[config.mk]
export PLATFORM = sky130hd
export DESIGN_NAME = otter_pipe_ctrl
export DESIGN_NICKNAME = d
export VERILOG_FILES = /design/src/rtl/otter_pipe_ctrl.sv
export SDC_FILE = /design/constraint.sdc
export NUM_CORES = 1
export LEC_CHECK = 0
export CAP_MARGIN = 0
export CORE_MARGIN = 3
export CORE_UTILIZATION = 25
export DETAILED_ROUTE_END_ITERATION = 12
export GPL_ROUTABILITY_DRIVEN = 0
export GPL_TIMING_DRIVEN = 0
export SLEW_MARGIN = 20
export SYNTH_ARGS = -nofsm -noshare
export SYNTH_HDL_FRONTEND = slang
export SYNTH_SLANG_ARGS = --single-unit
[constraint.sdc]
create_clock -name CLK -period 9 [get_ports CLK]
set_input_delay 2.7 -clock CLK [delete_from_list [all_inputs] [get_ports CLK]]
set_output_delay 2.7 -clock CLK [all_outputs]
set_load 0.05 [all_outputs]
[src/rtl/otter_pipe_ctrl.sv]
// Hazard/sequencing controller for the 5-stage OTTER pipeline: stage valids, stalls, flushes, forward selects.
// Build option: define OTTER_FWD_EN for EX forwarding with a single-cycle load-use stall; otherwise DE interlocks on any in-flight writer.
module otter_pipe_ctrl #(
  parameter int CNT_W = 32
) (
  input  logic             CLK,
  input  logic             RESET,
  input  logic [4:0]       de_rs1,
  input  logic [4:0]       de_rs2,
  input  logic             de_rs1_used,
  input  logic             de_rs2_used,
  input  logic [4:0]       ex_rd,
  input  logic             ex_reg_write,
  input  logic             ex_mem_read,
  input  logic             ex_branch_taken,
  input  logic [4:0]       mem_rd,
  input  logic             mem_reg_write,
  input  logic             mem_access,
  input  logic             dmem_ready,
  input  logic [4:0]       wb_rd,
  input  logic             wb_reg_write,
  output logic             stall_pc,
  output logic             stall_if,
  output logic             stall_de,
  output logic             stall_ex,
  output logic             stall_mem,
  output logic             ifde_valid,
  output logic             deex_valid,
  output logic             exmem_valid,
  output logic             memwb_valid,
  output logic [1:0]       fwd_a_sel,
  output logic [1:0]       fwd_b_sel,
  output logic [CNT_W-1:0] stall_cnt,
  output logic [CNT_W-1:0] flush_cnt
);

  typedef enum logic [1:0] {RUN, LU_STALL, MEM_WAIT} state_t;

  state_t state, stateNext;

  // A producer hits a DE source only if that source is read and the dest is not x0.
  function automatic logic srcHit(input logic [4:0] rd, input logic [4:0] src, input logic used);
    return used && (rd != 5'd0) && (rd == src);
  endfunction

  logic exMatch, memMatch, wbMatch;
  logic memWait, flush, deHaz;

  assign exMatch  = srcHit(ex_rd, de_rs1, de_rs1_used) | srcHit(ex_rd, de_rs2, de_rs2_used);
  assign memMatch = srcHit(mem_rd, de_rs1, de_rs1_used) | srcHit(mem_rd, de_rs2, de_rs2_used);
  assign wbMatch  = srcHit(wb_rd, de_rs1, de_rs1_used) | srcHit(wb_rd, de_rs2, de_rs2_used);

  assign memWait = mem_access & exmem_valid & ~dmem_ready;
  assign flush   = deex_valid & ex_branch_taken & ~memWait;

`ifdef OTTER_FWD_EN
  logic [1:0] fwdA, fwdB;
  logic unusedWb;

  // Youngest producer wins: the EX result is newer than the one in MEM.
  function automatic logic [1:0] fwdSel(
    input logic [4:0] src, input logic used,
    input logic [4:0] exRd, input logic exHot,
    input logic [4:0] memRd, input logic memHot
  );
    if (!used || src == 5'd0) return 2'b00;
    if (exHot && exRd == src)   return 2'b01;
    if (memHot && memRd == src) return 2'b10;
    return 2'b00;
  endfunction

  // LU_STALL guarantees the load-use stall lasts exactly one cycle.
  assign deHaz     = ifde_valid & deex_valid & ex_mem_read & ex_reg_write & exMatch & (state != LU_STALL);
  assign fwd_a_sel = fwdA;
  assign fwd_b_sel = fwdB;
  assign unusedWb  = ^{wb_rd, wb_reg_write, memMatch, wbMatch};
`else
  logic unusedLoad;

  assign deHaz = ifde_valid & ((deex_valid & ex_reg_write & exMatch) |
                               (exmem_valid & mem_reg_write & memMatch) |
                               (memwb_valid & wb_reg_write & wbMatch));
  assign fwd_a_sel  = 2'b00;
  assign fwd_b_sel  = 2'b00;
  assign unusedLoad = ex_mem_read;
`endif

  always_comb begin
    // NOTE: every output gets a default first so no path through this block can infer a latch.
    stall_pc  = 1'b0;
    stall_if  = 1'b0;
    stall_de  = 1'b0;
    stall_ex  = 1'b0;
    stall_mem = 1'b0;
    stateNext = RUN;
    if (RESET) begin
      stateNext = RUN;
    end else if (memWait) begin
      {stall_pc, stall_if, stall_de, stall_ex, stall_mem} = 5'b11111;
      stateNext = MEM_WAIT;
    end else if (flush) begin
      stateNext = RUN;
    end else if (deHaz) begin
      {stall_pc, stall_if, stall_de} = 3'b111;
`ifdef OTTER_FWD_EN
      stateNext = LU_STALL;
`endif
    end
  end

  always_ff @(posedge CLK) begin
    // NOTE: sequential state uses non-blocking assignments so every register samples pre-edge values.
    if (RESET) begin
      state       <= RUN;
      ifde_valid  <= 1'b0;
      deex_valid  <= 1'b0;
      exmem_valid <= 1'b0;
      memwb_valid <= 1'b0;
      stall_cnt   <= '0;
      flush_cnt   <= '0;
    end else begin
      state       <= stateNext;
      ifde_valid  <= stall_if ? ifde_valid : ~flush;
      deex_valid  <= stall_ex ? deex_valid : (ifde_valid & ~flush & ~deHaz);
      exmem_valid <= stall_mem ? exmem_valid : deex_valid;
      memwb_valid <= memWait ? 1'b0 : exmem_valid;
      stall_cnt   <= stall_cnt + CNT_W'(stall_pc);
      flush_cnt   <= flush_cnt + CNT_W'(flush);
    end
  end

`ifdef OTTER_FWD_EN
  always_ff @(posedge CLK) begin
    if (RESET) begin
      fwdA <= 2'b00;
      fwdB <= 2'b00;
    end else if (!stall_de) begin
      fwdA <= fwdSel(de_rs1, de_rs1_used, ex_rd, deex_valid & ex_reg_write, mem_rd, exmem_valid & mem_reg_write);
      fwdB <= fwdSel(de_rs2, de_rs2_used, ex_rd, deex_valid & ex_reg_write, mem_rd, exmem_valid & mem_reg_write);
    end
  end
`endif

endmodule

# Word-level counts from Yosys, hierarchy flattened
# Index checks and enable logic that the tools add are counted.
# classes
n_addsub,2
eq_ne,6
n_mux,6
bitwise_logic,22
n_reduce_logical,16
# op_table
op,n
$add A32 B1 Y32,2
$eq A5 B5 Y1,6
$reduce_bool A5 Y1,3
$and A1 B1 Y1,13
$logic_and A1 B1 Y1,12
$mux W1,6
$or A1 B1 Y1,5
$not A1 Y1,4
$reduce_or A2 Y1,1
# word_totals
register_bits,68
output_inout_bits,77

# Depth between registers and ports, before layout
# logic_depth
ltp_word,13
mapped_depth,12

# Worst setup path after synthesis
# Ideal clock, no wire load.
# synth_timing
path_kind,input-to-output
startpoint,input de_rs2[3]
endpoint,output stall_if
arrival_time_ns,4.239
path_slack_ns,2.061
path_stages,6
cell_sequence,xor2_1 nor4_1 a32oi_1 o22ai_1 o31a_1 buf_4
# synth_between
elab_chain_len,11
# synth_rtl
element,line,rtl
start: declaration,9,"input logic [4:0] de_rs2,"
$eq A5 B5 Y1,43,return used && (rd != 5'd0) && (rd == src);
$logic_and A1 B1 Y1,43,
$or A1 B1 Y1 (on tied branches),"49, 50",
$and A1 B1 Y1 (on tied branches),"80, 81",
$or A1 B1 Y1,80,assign deHaz = ifde_valid & ((deex_valid & ex_reg_write & exMatch) |
$or A1 B1 Y1 (*),81,(exmem_valid & mem_reg_write & memMatch) |
$and A1 B1 Y1 (*),80,
$mux W1 (*) (4 in a row),--,
end: declaration,23,"output logic stall_if,"
# Mark *: on every way between the ends. The rest lies on a longest branch, timed or not.

# Worst setup path in the final report
# layout_timing
startpoint,input de_rs2[3]
endpoint,output stall_if
# layout_between
elab_chain_len,11
# layout_rtl
element,line,rtl
$eq A5 B5 Y1,43,
$logic_and A1 B1 Y1,43,
$or A1 B1 Y1 (on tied branches),"49, 50",
$and A1 B1 Y1 (on tied branches),"80, 81",
$or A1 B1 Y1,80,
$or A1 B1 Y1 (*),81,
$and A1 B1 Y1 (*),80,
$mux W1 (*),103,end else if (deHaz) begin
$mux W1 (*),101,end else if (flush) begin
$mux W1 (*),98,end else if (memWait) begin
$mux W1 (*),96,if (RESET) begin
# Marked as above.

==> out/results.txt <==
Status: complete, no violations
Setup TNS: 0 ns
Routed vias: 3324
Nets: 568
CTS Hold Buffers Added: 0
Crit-path max FO: 4
Static leakage: 0.00166 uW
Initial antenna violation count: 0
Cell Int Power: 570 uW
R2R setup slack: 5.77 ns
Starting Density: 0.258
Worst Path Arrival: 5.37 ns
FP Rows: 42
Maximum VDD drop: 0.0747 mV
Fin crit share: 0.897
Pwr Total: 740 uW
Final setup margin: 0.929 ns
Critical Path End Type: output port
Die area: 15300 um^2
Die Ht: 124 um
# Post-CTS Setup Buffers: 0
Setup Skew: 0.00838 ns
FF-to-FF Start: exmem_valid
Area growth from synthesis to layout: 46.6%
Setup WS pre-CTS: 0.910 ns
Core Area: 13400 um^2
Cell count after placement: 693
TritonRoute pass-1 iters: 4
Startpoint types: primary input
Register share of total power: 0.411
P per Cell Area: 146 nW/um^2
CTS tree: done
Unrepaired setup endpoints after global routing: false
Crit path from: de_rs2[3]
Die width: 124 um
IO Pins: 113
Multi-input logic area: 1960 um^2
Fillers: 1365
Sw Pwr: 170 uW
Met1 wire length: 4.23 mm
First-pass GRT wire length: 15.9 mm
Maxcap violations: 0
Gr usage total: 0.130
Sequential share of the synthesized area: 0.394
DR vias/cell: 4.69
Min-delay src: flush_cnt[31]
Remaining Overflow, GRT: 0
Slew HR: 0.623
# diodes: 0
TritonCTS buffer count: 9
Met3 routed WL: 607 um
Syn avg cell area: 8.47 um^2
CTS root buf: clkbuf_16
Post-route insts no fill: 709
DRT antenna net count: 0
DRT iter0 DRCs: 151
Req. time, crit path: 6.30 ns
Clock Tree Buf Depth: 2
Htree depth: 3
Hold Vio Cnt, Final: 0
Hold Path Stages: 2
Max Slew Vio Count: 0
Vias in the first global route: 3235
Worst slew pin tran: 0.566 ns
Fmax: 0.124 GHz
Yosys reg bits: 68
Met2 WL: 4.63 mm
Pin count of the biggest net entering global routing: 13
Sw frac: 0.230
Synthesized area: 3460 um^2
Synth Warn #: 0
# clock sinks: 68
Storage cell area: 1360 um^2
Most frequent cells in the layout: 106 x clkdlybuf4s50_1, 68 x dfxtp_1, 59 x nor2_1, 44 x xnor2_1, 35 x xor2_1
DRC violations left: 0
Hold/Removal Path Class: reg -> reg
Hold Path Sink: flush_cnt[31]
Post-synthesis cell type count: 35
I/O Buffers: 106
WS Path Type: in -> out
Clk pin slew, worst setup/hold paths: 0.05 ns
Final HPWL DP: 7.47 mm
Post-Route WL: 9.69 mm
Combinational Power Share: 0.078
Synthesized instance count: 408
Max Used Layer: met4
Clk Latency, worst-skew pair: 0.33 ns
# setup viols final: 0
Worst-case reg-to-reg path depth: 12
Cts repair resizes: 0
Share of cells above drive strength 1: 0.0507
Min Tclk post-route: 8.07 ns
Clock group share of total power: 0.511
DR WL/cell: 13.7 um
Worst R2R End: stall_cnt[28]
Most common cell after layout, fill and taps aside: clkdlybuf4s50_1
-- registers in the layout, summed over array words and instances (netlist names) --
name         flops
ifde_valid       1
exmem_valid      1
flush_cnt       32
memwb_valid      1
stall_cnt       32
deex_valid       1
-- power by group through the flow --
stage          logic [uW]  clock network (uW)  registers, uW
6_report             58.1                 378            304
3_5_place_dp         58.2                   0            310
3_3_place_gp         57.4                   0            311
2_1_floorplan        23.7                   0            315
4_1_cts              58.3                 387            304
5_1_grt              62.4                 400            304
-- critical path: stages --
cell	delay, ns
clkdlybuf4s50_1	0.52
xor2_1	0.22
nor4_1	0.31
a32oi_1	0.15
o22ai_1	0.26
o31a_1	0.27
buf_4	0.14
clkdlybuf4s50_1	0.79
-- Yosys cell counts --
master | count | area (um^2)
nor2b_1 | 4 | 25.0
or4_4 | 1 | 11.3
and3_1 | 5 | 31.3
xor2_1 | 35 | 307
o211ai_1 | 3 | 22.5
nor4b_1 | 1 | 8.76
or4_1 | 4 | 30.0
a21oi_1 | 13 | 65.1
o31a_1 | 1 | 8.76
nand4_4 | 1 | 21.3
inv_1 | 11 | 41.3
nand3b_1 | 2 | 15.0
and2_1 | 6 | 37.5
a32oi_1 | 2 | 17.5
nand3_1 | 21 | 105
buf_4 | 7 | 52.6
or3_1 | 11 | 68.8
nor3_1 | 11 | 55.1
dfxtp_1 | 68 | 1360
ha_1 | 4 | 50.1
and4_1 | 8 | 70.1
nor4_1 | 23 | 144
conb_1 | 1 | 3.75
o22ai_1 | 1 | 6.26
nor3b_1 | 1 | 7.51
o21ai_0 | 10 | 50.1
nand2b_1 | 1 | 6.26
xnor2_1 | 44 | 385
nand2_1 | 21 | 78.8
o31ai_1 | 1 | 7.51
and4_4 | 1 | 11.3
clkbuf_1 | 15 | 56.3
nand4_1 | 10 | 62.6
nor2_1 | 59 | 221
o21ba_2 | 1 | 10.0
-- cell families after synthesis --
logic type	share of synthesized area
buffers and inverters	0.0434
adders and majority gates	0.0145
other	0.00109
DFF	0.394
and+or+nand+nor	0.293
xor gates and xnor gates	0.200
AOI/OAI and AO/OA	0.0543
-- how the worst max path moves through the flow --
| stage | depth (start not counted) | end | slack, ns |
|---|---|---|---|
| 2_1_floorplan | 6 | stall_if | 2.06 |
| 3_3_place_gp | 8 | stall_pc | 1.0 |
| 3_5_place_dp | 8 | stall_if | 0.91 |
| 4_1_cts | 8 | stall_if | 0.90 |
| 5_1_grt | 8 | stall_pc | 0.85 |
| 6_report | 8 | stall_if | 0.93 |
-- routing by layer --
layer / global-route usage / up-vias
li1: - / 1649
met1: 0.164 / 1547
met2: 0.211 / 110
met3: 0.0254 / 18
met4: 0.0678 / 0
met5: 0 / -
-- final cells by class --
cell class              count  area share
multi-input cells         310       0.386
well taps                 176      0.0435
clock inverters             7      0.0180
flip-flops and latches     68       0.269
repair buffers            106       0.209
inverters                  11     0.00815
plain buffers              22      0.0215
clock buffers               9      0.0445
-- stage by stage --
step	util	cell area, um^2	hold WS (ns)
finish	0.378	5060	0.501
CTS	0.378	5060	0.499
floorplan	-	3470	0.713
detailed placement	0.354	4750	0.491
global placement	0.354	4750	0.473
global route	0.378	5060	0.560
(Power assumes the default switching activity.)
